$ cat src/rtl/dmem_access_controller_if.sv
// Word-wide data-memory bus between the access controller (master) and the data memory (slave).
// Strobes are held high until the single-cycle ack.
interface dmem_access_controller_if;
    logic        dmem_read;
    logic        dmem_write;
    logic [31:0] dmem_addr;
    logic [31:0] dmem_wdata;
    logic [3:0]  dmem_byte_en;
    logic [31:0] dmem_rdata;
    logic        dmem_ack;

    modport master (
        output dmem_read, dmem_write, dmem_addr, dmem_wdata, dmem_byte_en,
        input  dmem_rdata, dmem_ack
    );

    modport slave (
        input  dmem_read, dmem_write, dmem_addr, dmem_wdata, dmem_byte_en,
        output dmem_rdata, dmem_ack
    );
endinterface

$ cat src/rtl/dmem_access_controller.sv
// MEM-stage load/store sequencer for a multi-cycle word-wide data memory.
// It aligns stores to byte lanes, extends loads, stalls the pipeline and reports access faults.
module dmem_access_controller #(
    parameter int unsigned TIMEOUT_CYCLES = 64
) (
    input  logic                            clk,
    input  logic                            rst,
    input  logic                            mem_read_i,
    input  logic                            mem_write_i,
    input  logic [2:0]                      func3_i,
    input  logic [31:0]                     address_i,
    input  logic [31:0]                     data2_i,
    output logic [31:0]                     data_out_o,
    output logic                            busywait_o,
    output logic                            fault_o,
    output logic [1:0]                      fault_cause_o,
    dmem_access_controller_if.master        dmem
);

    typedef enum logic [1:0] {
        S_IDLE   = 2'd0,
        S_ACCESS = 2'd1,
        S_DONE   = 2'd2
    } state_e;

    localparam logic [7:0] TIMEOUT_LIMIT  = 8'(TIMEOUT_CYCLES);
    localparam logic [1:0] CAUSE_NONE     = 2'b00;
    localparam logic [1:0] CAUSE_MISALIGN = 2'b01;
    localparam logic [1:0] CAUSE_ILLEGAL  = 2'b10;
    localparam logic [1:0] CAUSE_TIMEOUT  = 2'b11;

    function automatic logic [31:0] extend_load(input logic [2:0] f3, input logic [1:0] a,
                                                input logic [31:0] rdata);
        logic [31:0] lane_s;
        logic [31:0] half_s;
        logic [31:0] res_s;
        lane_s = rdata >> {a, 3'b000};
        half_s = rdata >> {a[1], 4'b0000};
        case (f3)
            3'b000:  res_s = {{24{lane_s[7]}}, lane_s[7:0]};
            3'b100:  res_s = {24'h000000, lane_s[7:0]};
            3'b001:  res_s = {{16{half_s[15]}}, half_s[15:0]};
            3'b101:  res_s = {16'h0000, half_s[15:0]};
            default: res_s = rdata;
        endcase
        return res_s;
    endfunction

    function automatic logic [31:0] align_store(input logic [2:0] f3, input logic [31:0] d);
        case (f3[1:0])
            2'b00:   return {4{d[7:0]}};
            2'b01:   return {2{d[15:0]}};
            default: return d;
        endcase
    endfunction

    function automatic logic [3:0] store_lanes(input logic [2:0] f3, input logic [1:0] a);
        case (f3[1:0])
            2'b00:   return 4'b0001 << a;
            2'b01:   return 4'b0011 << {a[1], 1'b0};
            2'b10:   return 4'b1111;
            default: return 4'b0000;
        endcase
    endfunction

    state_e      state_q, state_d;
    logic        store_q, store_d;
    logic [2:0]  func3_q, func3_d;
    logic [1:0]  alo_q, alo_d;
    logic [7:0]  cnt_q, cnt_d;
    logic        timeout_q, timeout_d;
    logic [31:0] data_out_q, data_out_d;
    logic        rd_q, rd_d;
    logic        wr_q, wr_d;
    logic [31:0] addr_q, addr_d;
    logic [31:0] wdata_q, wdata_d;
    logic [3:0]  ben_q, ben_d;

    logic        req_s, illegal_s, misalign_s, busy_s, fault_s;
    logic [1:0]  cause_s;

    assign req_s      = mem_read_i | mem_write_i;
    assign illegal_s  = (func3_i == 3'b011) | (func3_i == 3'b110) | (func3_i == 3'b111)
                      | (mem_write_i & func3_i[2]);
    assign misalign_s = ((func3_i[1:0] == 2'b01) & address_i[0])
                      | ((func3_i == 3'b010) & (address_i[1:0] != 2'b00));

    // Next-state, latched access context and stall/fault outputs.
    always_comb begin
        state_d    = state_q;
        store_d    = store_q;
        func3_d    = func3_q;
        alo_d      = alo_q;
        cnt_d      = cnt_q;
        timeout_d  = timeout_q;
        data_out_d = data_out_q;
        rd_d       = rd_q;
        wr_d       = wr_q;
        addr_d     = addr_q;
        wdata_d    = wdata_q;
        ben_d      = ben_q;
        busy_s     = 1'b0;
        fault_s    = 1'b0;
        cause_s    = CAUSE_NONE;
        case (state_q)
            S_IDLE: begin
                timeout_d = 1'b0;
                if (req_s && illegal_s) begin
                    fault_s = 1'b1;
                    cause_s = CAUSE_ILLEGAL;
                end else if (req_s && misalign_s) begin
                    fault_s = 1'b1;
                    cause_s = CAUSE_MISALIGN;
                end else if (req_s) begin
                    busy_s  = 1'b1;
                    state_d = S_ACCESS;
                    store_d = mem_write_i;
                    func3_d = func3_i;
                    alo_d   = address_i[1:0];
                    addr_d  = {address_i[31:2], 2'b00};
                    wdata_d = mem_write_i ? align_store(func3_i, data2_i) : 32'h0000_0000;
                    ben_d   = mem_write_i ? store_lanes(func3_i, address_i[1:0]) : 4'b0000;
                    rd_d    = ~mem_write_i;
                    wr_d    = mem_write_i;
                    cnt_d   = 8'd0;
                end else begin
                    state_d = S_IDLE;
                end
            end
            S_ACCESS: begin
                busy_s = 1'b1;
                cnt_d  = cnt_q + 8'd1;
                // Ack beats a timeout that lands in the same cycle.
                if (dmem.dmem_ack) begin
                    rd_d       = 1'b0;
                    wr_d       = 1'b0;
                    state_d    = S_DONE;
                    data_out_d = store_q ? data_out_q : extend_load(func3_q, alo_q, dmem.dmem_rdata);
                end else if ((cnt_q + 8'd1) == TIMEOUT_LIMIT) begin
                    rd_d      = 1'b0;
                    wr_d      = 1'b0;
                    timeout_d = 1'b1;
                    state_d   = S_DONE;
                end else begin
                    state_d = S_ACCESS;
                end
            end
            S_DONE: begin
                fault_s = timeout_q;
                cause_s = timeout_q ? CAUSE_TIMEOUT : CAUSE_NONE;
                state_d = S_IDLE;
            end
            default: begin
                state_d = S_IDLE;
            end
        endcase
    end

    // State and access registers; the asynchronous reset drops the memory strobes immediately.
    always_ff @(posedge clk or posedge rst) begin
        if (rst) begin
            state_q    <= S_IDLE;
            store_q    <= 1'b0;
            func3_q    <= 3'b000;
            alo_q      <= 2'b00;
            cnt_q      <= 8'd0;
            timeout_q  <= 1'b0;
            data_out_q <= 32'h0000_0000;
            rd_q       <= 1'b0;
            wr_q       <= 1'b0;
            addr_q     <= 32'h0000_0000;
            wdata_q    <= 32'h0000_0000;
            ben_q      <= 4'b0000;
        end else begin
            state_q    <= state_d;
            store_q    <= store_d;
            func3_q    <= func3_d;
            alo_q      <= alo_d;
            cnt_q      <= cnt_d;
            timeout_q  <= timeout_d;
            data_out_q <= data_out_d;
            rd_q       <= rd_d;
            wr_q       <= wr_d;
            addr_q     <= addr_d;
            wdata_q    <= wdata_d;
            ben_q      <= ben_d;
        end
    end

    // Stall and fault are combinational, so reset masks them directly.
    assign busywait_o        = busy_s & ~rst;
    assign fault_o           = fault_s & ~rst;
    assign fault_cause_o     = rst ? CAUSE_NONE : cause_s;
    assign data_out_o        = data_out_q;
    assign dmem.dmem_read    = rd_q;
    assign dmem.dmem_write   = wr_q;
    assign dmem.dmem_addr    = addr_q;
    assign dmem.dmem_wdata   = wdata_q;
    assign dmem.dmem_byte_en = ben_q;

endmodule

$ cat src/flat_wrapper.sv
// flat-port wrapper written by rule: the top's interface ports become plain ports
module dmem_access_controller_flat 
#(
    parameter int unsigned TIMEOUT_CYCLES = 64
)
  (clk, rst, mem_read_i, mem_write_i, func3_i, address_i, data2_i, data_out_o, busywait_o, fault_o, fault_cause_o, dmem_dmem_read, dmem_dmem_write, dmem_dmem_addr, dmem_dmem_wdata, dmem_dmem_byte_en, dmem_dmem_rdata, dmem_dmem_ack);
  dmem_access_controller_if dmem_i ();
  input  logic clk;
  input  logic rst;
  input  logic mem_read_i;
  input  logic mem_write_i;
  input  logic [2:0] func3_i;
  input  logic [31:0] address_i;
  input  logic [31:0] data2_i;
  output logic [31:0] data_out_o;
  output logic busywait_o;
  output logic fault_o;
  output logic [1:0] fault_cause_o;
  output wire logic [$bits(dmem_i.dmem_read)-1:0] dmem_dmem_read;
  output wire logic [$bits(dmem_i.dmem_write)-1:0] dmem_dmem_write;
  output wire logic [$bits(dmem_i.dmem_addr)-1:0] dmem_dmem_addr;
  output wire logic [$bits(dmem_i.dmem_wdata)-1:0] dmem_dmem_wdata;
  output wire logic [$bits(dmem_i.dmem_byte_en)-1:0] dmem_dmem_byte_en;
  input wire logic [$bits(dmem_i.dmem_rdata)-1:0] dmem_dmem_rdata;
  input wire logic [$bits(dmem_i.dmem_ack)-1:0] dmem_dmem_ack;
  assign dmem_dmem_read = dmem_i.dmem_read;
  assign dmem_dmem_write = dmem_i.dmem_write;
  assign dmem_dmem_addr = dmem_i.dmem_addr;
  assign dmem_dmem_wdata = dmem_i.dmem_wdata;
  assign dmem_dmem_byte_en = dmem_i.dmem_byte_en;
  assign dmem_i.dmem_rdata = dmem_dmem_rdata;
  assign dmem_i.dmem_ack = dmem_dmem_ack;
  dmem_access_controller #(.TIMEOUT_CYCLES(TIMEOUT_CYCLES)) u_core (.clk(clk), .rst(rst), .mem_read_i(mem_read_i), .mem_write_i(mem_write_i), .func3_i(func3_i), .address_i(address_i), .data2_i(data2_i), .data_out_o(data_out_o), .busywait_o(busywait_o), .fault_o(fault_o), .fault_cause_o(fault_cause_o), .dmem(dmem_i));
endmodule
$ cat config.mk
export PLATFORM = sky130hd
export DESIGN_NAME = dmem_access_controller_flat
export DESIGN_NICKNAME = d
export VERILOG_FILES = /design/src/rtl/dmem_access_controller_if.sv /design/src/rtl/dmem_access_controller.sv /design/src/flat_wrapper.sv
export SDC_FILE = /design/constraint.sdc
export NUM_CORES = 1
export LEC_CHECK = 0
export CORE_MARGIN = 10
export CORE_UTILIZATION = 50
export CTS_CLUSTER_SIZE = 8
export DETAILED_ROUTE_END_ITERATION = 7
export DONT_BUFFER_PORTS = 1
export PLACE_DENSITY = 0.75
export SYNTH_ARGS = -nofsm -noshare
export SYNTH_HDL_FRONTEND = slang
export SYNTH_SLANG_ARGS = --single-unit
$ cat constraint.sdc
create_clock -name clk -period 4.5 [get_ports clk]
set_clock_uncertainty 0.1 [all_clocks]
set_input_delay 0.9 -clock clk [delete_from_list [all_inputs] [get_ports clk]]
set_output_delay 0.9 -clock clk [all_outputs]
set_load 0.05 [all_outputs]
==> qor.yml <==
status: "finished, final reports clean"
hold_viol_final: 0
dp.cells: 683
path_cells: "clkinv_1 -> o41ai_1 -> nand4_1 -> a211oi_2 -> buf_4"
slew_violations: 0
vias: 4396
cp.arrival_ps: 2550
diodes: 0
wire_per_inst_um: 23.1
grt_pass1_vias: 4602
drcViolationCount: 0
seqPwrFrac: 0.564
syn_avg_cell_area_um2: 10.3
ys_types: 54
initial_core_util: 0.515
setup_tns_ps: 0
avgViaCountPerCell: 6.15
synth_edf_count: 0
drt_pass1_iterations: 7
cts_root_buffer: "clkbuf_16"
maxCapViolCount: 0
die_w_um: 129
cts_max_path_buffers: 2
grt_usage: 0.197
cts-buffers-inserted: 17
max_stage_delay_ps: 610
slew_headroom: 0.145
core_area_um2: 11500
syn_to_final_growth_pct: 13.1
cts_hold_buf: 0
routed_wl_um: 16500
grt_pass1_wl_um: 25500
crit_type: "input port to output port"
fillers: 964
synth.cell_area_um2: 5930
tritoncts: "done"
synth.most_common_cell: "dfrtp_1"
htree_num_levels: 4
crit_family: "compound AO/OA/AOI/OAI gates"
synth_ff_type: "dfrtp_1"
worstSetupEndpointType: "output port"
synth_top_area_share: 0.494
critPathRequiredTime_ps: 3500
nets: 664
layout.cells.non_filler: 715
post_cts_buffers: 0
grt_overflow: 0
intPower_uw: 2900
worst_slack_ps: 950
rsz0062_at_grt: "no"
startpoint_type: "input port"
pre_cts_ws_ps: 939
grt_start_max_net_pins: 71
worstSkewPairLatency_ps: 410
drive_above_1_share: 0.156
crit_slowest_cell: "o41ai_1"
netlist_instances: 574
num_rows: 39
clkPwrFrac: 0.285
netSwitchingFraction: 0.472
clkTransAtPathRegs_ps: 50
drt_iter0_drc: 355
multi_input_area_um2: 2740
fmax_ghz: 0.282
synth_common_cells: "dfrtp_1, a21oi_1, nand2_1"
antenna_found_initial: 0
io_pins: 210
power_switching_uw: 2600
fin_crit_ps: 3550
crit_buf_inv: 2
yosys_register_bits: 117
finish.utilization: 0.582
crit_fanout: 27
dieArea_um2: 16600
fin_crit_sh: 0.789
hold_path.class: "register to register"
ff_latch_area_um2: 2930
synth-seq-area-share: 0.494
postSynth.asyncResetShare: 1.00
ant_nets: 0
cts_resized: 0
synth_warnings: 0
worst_pin_slew_ps: 1270
die_h_um: 129
gp_congestion: 0.919
place.port_buffers: 0
synth_top_cell_by_area: "dfrtp_1"
vdd_drop_max_uv: 514
ys_top_cells_by_area: "dfrtp_1, mux2_2, mux2i_1"
setup_viol: 0
p_leak_uw: 0.00289
pwr_density_cell_nw_per_um2: 819
cts_sinks: 117
hpwl_um: 12200
combPwrFrac: 0.150
cells in the final DEF, fill, tap and decap left out, types with 4 or more instances in the layout:
| cell type | n |
|---|---|
| dfrtp_1 | 117 |
| a21oi_1 | 48 |
| nand2_1 | 47 |
| nor2_1 | 39 |
| mux2i_1 | 38 |
| mux2_2 | 37 |
| o21ai_0 | 31 |
| mux2_1 | 23 |
| inv_1 | 22 |
| clkbuf_16 | 17 |
| or3_1 | 10 |
| nor2b_1 | 10 |
| o211ai_1 | 9 |
| nor3b_1 | 8 |
| a21boi_0 | 8 |
| and3b_1 | 7 |
| a211o_1 | 7 |
| a211oi_1 | 7 |
| buf_4 | 7 |
| bufinv_16 | 6 |
| or2_2 | 4 |
| nand4_1 | 4 |
| nand2b_1 | 4 |
cells by family (layout without fill, tap and decap cells):
logic type	Yosys count	in the layout	share of synthesized area
xor gates and xnor gates	3	3	0.00443
DFF	117	117	0.494
adders and majority gates	1	1	0.00211
muxes	98	98	0.178
other	1	2	0.000632
and+or+nand+nor	149	149	0.126
buffers and inverters	68	65	0.0492
AOI/OAI and AO/OA	137	137	0.146
sequential cells by signal, summed over array words and instances, names as in the netlist:
register,cells
u_core.state_q,2
u_core.dmem.dmem_addr,30
u_core.dmem.dmem_byte_en,4
u_core.dmem.dmem_read,1
u_core.dmem.dmem_wdata,32
u_core.timeout_q,1
u_core.cnt_q,8
u_core.store_q,1
u_core.data_out_o,32
u_core.alo_q,2
u_core.func3_q,3
u_core.dmem.dmem_write,1
worst register-to-register path, stage by stage, from the launching register on:
cell and delay [ps]:
dfrtp_1 590, nand2b_1 370, or3_1 820, a211oi_2 660
a211oi_1 160
final timing paths:
kind	from	endpoint	slack, ps	cells after the start
max	func3_i[1]	fault_cause_o[0]	950	5
min	u_core.func3_q[2]	u_core.func3_q[2]	390	1
max reg2reg	u_core.state_q[1]	u_core.data_out_o[12]	1660	4
min reg2reg	u_core.func3_q[2]	u_core.func3_q[2]	390	1
max in group asynchronous	rst	u_core.data_out_o[17]	2500	3
min in group asynchronous	rst	u_core.state_q[0]	450	2
metal layers:
layer | up-vias | GRT usage | part of all wire
met4 | 0 | 0.0729 | 0.016
li1 | 2006 | - | -
met3 | 27 | 0.121 | 0.14
met2 | 202 | 0.320 | 0.48
met1 | 2161 | 0.205 | 0.37
met5 | - | 0 | 0
through the flow:
| stage | hold slack (ps) | total power (µW) | instance area [µm²] |
|---|---|---|---|
| after global placement | 393 | 3910 | 6020 |
| after CTS | 408 | 5550 | 6710 |
| after detailed placement | 396 | 3970 | 6020 |
| after floorplan | 358 | 3690 | 5940 |
| after global routing | 433 | 5740 | 6710 |
| final | 394 | 5500 | 6710 |
power groups by stage:
stage	registers [µW]	logic [µW]	clock network, µW
finish	3100	827	1570
global route	3170	936	1630
CTS	3120	835	1590
detailed placement	3140	831	0
global placement	3130	787	0
floorplan	2940	755	0
area by class of cell:
cell class,instances,area share
flip-flops and latches,117,0.436
multi-input cells,390,0.409
clock buffers,20,0.0696
clock inverters,12,0.0332
well taps,143,0.0267
inverters,25,0.0145
repair buffers,8,0.0108
(Power assumes the default switching activity.)
